===== src/rtl/uart_word_tx.sv =====
// Word-to-UART transmitter: 32-bit words out as four 8N1 frames, MSB byte first.
// Optional even-parity bit per frame when UART_TX_PARITY_EN is defined.
module uart_word_tx #(
    parameter int CLK_HZ = 100_000_000,
    parameter int BAUD   = 128_000
) (
    input  logic        clk,
    input  logic        fpga_rst,
    input  logic        word_valid,
    input  logic [31:0] word_data,
    output logic        word_ready,
    output logic        tx,
    output logic        busy,
    output logic        word_done
);

    localparam int DIV = CLK_HZ / BAUD;
    localparam int CW  = (DIV > 1) ? $clog2(DIV) : 1;
    localparam logic [CW-1:0] LAST = CW'(DIV - 1);

`ifdef UART_TX_PARITY_EN
    typedef enum logic [2:0] {
        IDLE, START, DATA, PARITY, STOP
    } state_t;
`else
    typedef enum logic [2:0] {
        IDLE, START, DATA, STOP
    } state_t;
`endif

    state_t        state_q, state_n;
    logic [CW-1:0] baud_q, baud_n;
    logic [2:0]    bit_q, bit_n;
    logic [1:0]    byte_q, byte_n;
    logic [31:0]   shreg_q, shreg_n;
    logic          tx_q, tx_n;
    logic [7:0]    cur_byte;
    logic          bit_end;
    logic          accept;

    assign tx = tx_q;

    // Next-state, counters and the next line level.
    always_comb begin
        state_n  = state_q;
        bit_n    = bit_q;
        byte_n   = byte_q;
        shreg_n  = shreg_q;
        tx_n     = tx_q;
        cur_byte = shreg_q[31:24];
        bit_end  = (baud_q == LAST);

        word_done  = (state_q == STOP) && (byte_q == 2'd3)
                     && bit_end;
        word_ready = (state_q == IDLE) || word_done;
        busy       = !word_ready;
        accept     = word_valid && word_ready;

        if (state_q == IDLE || bit_end) baud_n = '0;
        else                            baud_n = baud_q + 1'b1;

        unique case (state_q)
            IDLE: tx_n = 1'b1;
            START: begin
                if (bit_end) begin
                    state_n = DATA;
                    bit_n   = 3'd0;
                    tx_n    = cur_byte[0];
                end
            end
            DATA: begin
                if (bit_end) begin
                    if (bit_q == 3'd7) begin
`ifdef UART_TX_PARITY_EN
                        state_n = PARITY;
                        tx_n    = ^cur_byte;
`else
                        state_n = STOP;
                        tx_n    = 1'b1;
`endif
                    end else begin
                        bit_n = bit_q + 3'd1;
                        tx_n  = cur_byte[bit_q + 3'd1];
                    end
                end
            end
`ifdef UART_TX_PARITY_EN
            PARITY: begin
                if (bit_end) begin
                    state_n = STOP;
                    tx_n    = 1'b1;
                end
            end
`endif
            STOP: begin
                if (bit_end) begin
                    if (byte_q == 2'd3) begin
                        state_n = IDLE;
                        byte_n  = 2'd0;
                        tx_n    = 1'b1;
                    end else begin
                        state_n = START;
                        byte_n  = byte_q + 2'd1;
                        shreg_n = {shreg_q[23:0], 8'h00};
                        tx_n    = 1'b0;
                    end
                end
            end
            default: begin
                state_n = IDLE;
                tx_n    = 1'b1;
            end
        endcase

        // A new word can start in the word_done cycle with no gap.
        if (accept) begin
            state_n = START;
            shreg_n = word_data;
            baud_n  = '0;
            bit_n   = 3'd0;
            byte_n  = 2'd0;
            tx_n    = 1'b0;
        end
    end

    // State, counters, shift register and registered tx.
    always_ff @(posedge clk) begin
        if (fpga_rst) begin
            state_q <= IDLE;
            baud_q  <= '0;
            bit_q   <= 3'd0;
            byte_q  <= 2'd0;
            shreg_q <= 32'h0;
            tx_q    <= 1'b1;
        end else begin
            state_q <= state_n;
            baud_q  <= baud_n;
            bit_q   <= bit_n;
            byte_q  <= byte_n;
            shreg_q <= shreg_n;
            tx_q    <= tx_n;
        end
    end

endmodule

===== config.mk =====
export PLATFORM = sky130hd
export DESIGN_NAME = uart_word_tx
export DESIGN_NICKNAME = d
export VERILOG_FILES = /design/src/rtl/uart_word_tx.sv
export SDC_FILE = /design/constraint.sdc
export NUM_CORES = 1
export LEC_CHECK = 0
export CAP_MARGIN = 0
export CORE_MARGIN = 8
export CORE_UTILIZATION = 48
export DETAILED_ROUTE_END_ITERATION = 6
export GPL_TIMING_DRIVEN = 0
export PLACE_DENSITY = 0.75
export SKIP_LAST_GASP = 1
export SYNTH_ARGS = -nofsm -noshare
export SYNTH_HDL_FRONTEND = slang
export SYNTH_SLANG_ARGS = --single-unit
export TNS_END_PERCENT = 5

===== constraint.sdc =====
create_clock -name clk -period 2.1 [get_ports clk]
set_clock_uncertainty 0.15 [all_clocks]
set_input_delay 0.42 -clock clk [delete_from_list [all_inputs] [get_ports clk]]
set_output_delay 0.42 -clock clk [all_outputs]
set_load 0.02 [all_outputs]

* Word-level counts from Yosys, hierarchy flattened
Cells that the tools add are included.
** Storage, ports and cells
- Register bits after elaboration :: 51
- Input port bits :: 35
** Operators by class
- Eq/ne operators :: 17
- Order comparisons :: 1
- Add/sub/neg operators :: 3
- Muxes and demuxes :: 25
- Bitwise logic cells :: 1
- Reductions and logical operators :: 18
** Operators with widths (count)
- 2-to-1 mux 32 bit :: 4
- 2-to-1 mux 3 bit :: 7
- inequality test 2 bit (second input constant) :: 7
- inequality test 3 bit (second input constant) :: 4
- case mux 3 bit (4 select lines) :: 1
- adder 10 x 1 -> 10 bit (second input constant) :: 1
- == test 10 bit (second input constant) :: 1
- AND reduction 5 bit :: 2
- 2-to-1 mux 1 bit :: 9
- == test 3 x 2 -> 1 bit (second input constant) :: 2
- case mux 3 bit (2 select lines) :: 1
- AND reduction 3 bit :: 2
- nonzero test 2 bit :: 3
- < comparator 3 x 4 -> 1 bit (second input constant) :: 1
- AND reduction 4 bit :: 1
- adder 3 x 1 -> 3 bit (second input constant) :: 1
- binary-select mux 1 bit (select 3 bit) :: 1
- == test 3 x 1 -> 1 bit (second input constant) :: 1
- == test 3 bit (second input constant) :: 1
- logical AND 1 bit :: 3
- zero test 3 bit :: 1
- case mux 1 bit (3 select lines) :: 1
- OR reduction 3 bit :: 1
- adder 2 x 1 -> 2 bit (second input constant) :: 1
- 7 further kinds :: 8

* Depth between registers and ports, before layout
- Word-level depth :: 7
- Gate-level depth with buffers :: 8

* Least setup slack after synthesis
No wires, ideal clock.
- Kind :: register to output
- Start :: register baud_q[0]
- End :: output port busy
- Slack :: -0.517 ns
- Arrival time :: 2.047 ns
- Stages on the path, launching flop included :: 8
- Cells stage by stage :: dfxtp_1 > inv_1 > ha_1 > nand4b_2 > buf_2 > or4_1 > o21ai_1 > inv_1
** On the way
- Word-level cells in the longest chain between the ends :: 4
** Ends and longest elaborated chain
- from (decl) :: RTL line 32 : logic [CW-1:0] baud_q, baud_n;
- from (signal assigned) :: RTL line 137 : baud_q <= baud_n;
- == test 10 bit :: RTL line 51 : bit_end = (baud_q == LAST);
- logical AND 1 bit :: RTL line 54 : && bit_end;
- logical OR 1 bit :: RTL line 55 : word_ready = (state_q == IDLE) || word_done;
- net word_ready :: RTL line 11 : output logic word_ready,
- zero test 1 bit :: RTL line 56 : busy = !word_ready;
- to (decl) :: RTL line 13 : output logic busy,
The timed path passes the listed nets, and every way through them passes these cells.

* Worst setup path after layout
- Start :: register baud_q[5]
- End :: output port busy
** On the way
- Word-level cells in the longest chain between the ends :: 4
** Ends and longest elaborated chain (RTL line)
- == test 10 bit :: 51
- logical AND 1 bit :: 54
- logical OR 1 bit :: 55
- zero test 1 bit :: 56
No other way between the ends.

==> results_dict.tcl <==
set metrics [dict create \
    fp.dieW_um 88.2 \
    hpwl_um 4590 \
    powerDensity_mw_per_mm2 602 \
    ys_warn_count 0 \
    setup_tns_ns -7.33 \
    worstMarginPinSlew_ns 0.768 \
    cts-root-buf "clkbuf_8" \
    design_area_mm2 0.00321 \
    path_max_fanout 4 \
    fin_ws_ns -0.416 \
    synth.most_common_cell "dfxtp_1" \
    fin_crit_ns 2.52 \
    antenna_left 0 \
    synth.mux.area_fraction_pct 2.20 \
    fp.dieArea_mm2 0.00777 \
    cts_tree "yes" \
    max_slew_margin_pct 48.6 \
    initial_core_util_pct 49.2 \
    min_path_cells 1 \
    p_leak_nw 1.19 \
    ys.flop_type "dfxtp_1" \
    r2r_end "shreg_q[17]$_SDFFE_PP0P_" \
    portBuffers 38 \
    place_congestion 0.817 \
    diodes 0 \
    critPathKind "flip-flop to primary output" \
    dp_cells 387 \
    yosys-top-cells-count "dfxtp_1 (50), nand2_1 (45), nor2_1 (37)" \
    std_cell_rows 26 \
    fp.dieH_um 88.2 \
    dpl_cell_area_mm2 0.00300 \
    cp_slowest_stage_delay_ns 0.43 \
    layout-drive-gt1-share_pct 18.2 \
    finalWirelength_um 6310 \
    hold_start "baud_q[0]$_SDFF_PP0_" \
    slowest_stage "or4_4" \
    utilization_pct 63.3 \
    multiInputGateArea_mm2 0.00141 \
    worstPathArrival_ns 1.95 \
    synth-compound-area-share_pct 23.5 \
    synth.area.top_cells "dfxtp_1 (40%), nand2_1 (6.8%), a32oi_1 (5.6%)" \
    finalPower_mw 1.94 \
    grt_overflow 0 \
    regArea_mm2 0.00101 \
    grt_max_degree 15 \
    ys_types 46 \
    layout.cells.non_filler 405 \
    syn2layout_area_growth_pct 28.6 \
    grt_pass1_vias 2272 \
    clock-sinks 50 \
    synth_top_area_share_pct 40.1 \
    irDropWorstVdd_v 0.000377 \
    vias_per_cell 5.68 \
    async_flop_share_pct 0 \
    firstDrtPassIters 4 \
    drcViolationCount 0 \
    wl_per_cell_um 15.6 \
    hold_violations 0 \
    synth_area_per_cell_um2 8.96 \
    violations "setup timing" \
    cap_violations 0 \
    cts.htree.levels 2 \
    r2r_start "baud_q[5]$_SDFF_PP0_" \
    finalMaxSlewViolations 0 \
    status "finished with violations" \
    grt_usage_pct 17.4 \
    synth_seq_area_share_pct 40.1 \
    clock_latency_ns 0.30 \
    drtIter0Drc 85 \
    min_path_type "flip-flop to flip-flop" \
    ctsHoldBuffers 0 \
    synth_nets 323 \
    syn_area_mm2 0.00250 \
    syn_inst 279 \
    core_mm2 0.00507 \
    fmax_mhz 397 \
    clkSlewWorstSetupHoldPaths_ns 0.09 \
    r2r_slack_ns -0.27 \
    crit_path_cell_trace "or3_4, buf_8, or4_4, o21ai_4, inv_2, buf_6" \
    period_share_pct 120 \
    final_nets 379 \
    grt_pass1_wl_um 10800 \
    endpoint_kind "primary output" \
    synth_top_family_by_area "compound AO/OA/AOI/OAI gates" \
    ioPinCount 39 \
    fill_cells 452 \
    critPathLaunchType "flip-flop" \
    synth_top_area_cell "dfxtp_1" \
    clockBufferDepth 2 \
    synth-xor-area-share_pct 2.80 \
    yosys.area_share.simple_pct 20.8 \
    antenna_found_initial 0 \
    ys_seq_elements 50 \
    worstHoldEndpoint "baud_q[0]$_SDFF_PP0_" \
    rsz0062_at_grt "true" \
    worstPathRequired_ns 1.53 \
    yosys.area_share.adder_pct 4.51 \
    cts-buffers-inserted 5 \
    vias 2301 \
    setup_viol 46 \
    synth_edf_count 0 \
    worstRegToRegCells 7 \
]
-- sequential cells by signal, indices dropped and copies added (netlist names) --
| signal | cells |
|---|---|
| byte_q | 2 |
| bit_q | 3 |
| tx | 1 |
| baud_q | 10 |
| state_q | 2 |
| shreg_q | 32 |
-- layout make-up --
class	count	area share [%]
Tap cell	70	2.72
Multi-Input combinational cell	200	43.9
Buffer	19	4.01
Clock buffer	5	2.14
Clock inverter	2	0.311
Timing Repair Buffer	49	14.2
Sequential cell	50	31.5
Inverter	10	1.17
-- repair_timing --
item                       CTS  global route
buffers inserted             7             4
setup endpoints to repair   52            53
resized for setup           25            10
pin swaps                    3             4
-- cell usage in the layout (no fill, tap or decap), types with 2 or more instances in the layout --
cell type / instances
a21oi_1: 6
dfxtp_1: 42
o41a_1: 2
xor2_1: 2
clkinv_2: 2
nor3_1: 5
clkbuf_8: 5
o41ai_1: 3
inv_2: 3
or3_1: 2
clkdlybuf4s50_1: 35
a31oi_1: 2
a311oi_1: 15
ha_1: 7
inv_1: 7
mux4_2: 2
or3_4: 2
xnor2_1: 6
nand2b_1: 3
a32oi_1: 16
buf_2: 5
nor2_1: 37
dfxtp_2: 7
nand3_1: 5
o2bb2ai_1: 8
o311ai_0: 2
buf_6: 6
ha_4: 2
buf_4: 12
o21ai_0: 4
nor4_1: 2
nor2b_1: 2
nand2_1: 44
clkbuf_1: 7
or4_4: 2
-- through the flow --
step           hold WS, ns  setup WS, ns
2_1_floorplan        0.282        -0.196
3_3_place_gp         0.290        -0.767
3_5_place_dp         0.300        -0.812
4_1_cts              0.310        -0.447
5_1_grt              0.295        -0.466
6_report             0.284        -0.416
-- critical path, delay by kind of cell, from the launching register on --
kind            cells  cell delay (ns)
simple gates        2             0.83
flops               1             0.33
buf+inv             3             0.29
compound gates      1             0.17
-- where the power goes --
part / internal [mW] / switching (mW)
clock: 0.225 / 0.317
sequential: 1.01 / 0.0392
combinational: 0.168 / 0.176
-- logic make-up (layout without fill, tap and decap cells) --
group,after synthesis,in the layout
AOI/OAI and AO/OA,69,69
and+or+nand+nor,111,111
muxes,3,3
buffers and inverters,29,85
DFF,50,50
adders and majority gates,9,9
xor gates and xnor gates,8,8
-- how the worst max path moves through the flow --
stage                         startpoint         end  slack (ns)  depth (start not counted)
finish              baud_q[5]$_SDFF_PP0_        busy       -0.42                          6
detailed placement  baud_q[2]$_SDFF_PP0_  word_ready       -0.81                          5
global placement    baud_q[2]$_SDFF_PP0_  word_ready       -0.77                          5
global route        baud_q[5]$_SDFF_PP0_        busy       -0.47                          6
floorplan           baud_q[0]$_SDFF_PP0_        busy       -0.20                          7
CTS                 baud_q[4]$_SDFF_PP0_        busy       -0.45                          6
-- routing by layer --
layer  share of wire (%)  vias to the layer above  wire length [µm]  global-route usage [%]
li1                    -                     1143                 -                       -
met1                  46                     1077              2910                    21.2
met2                  46                       69              2900                    29.0
met3                 5.9                       12               374                    4.60
met4                 2.0                        0               127                    5.53
met5                   0                        -                 0                       0
(Power assumes the default switching activity.)
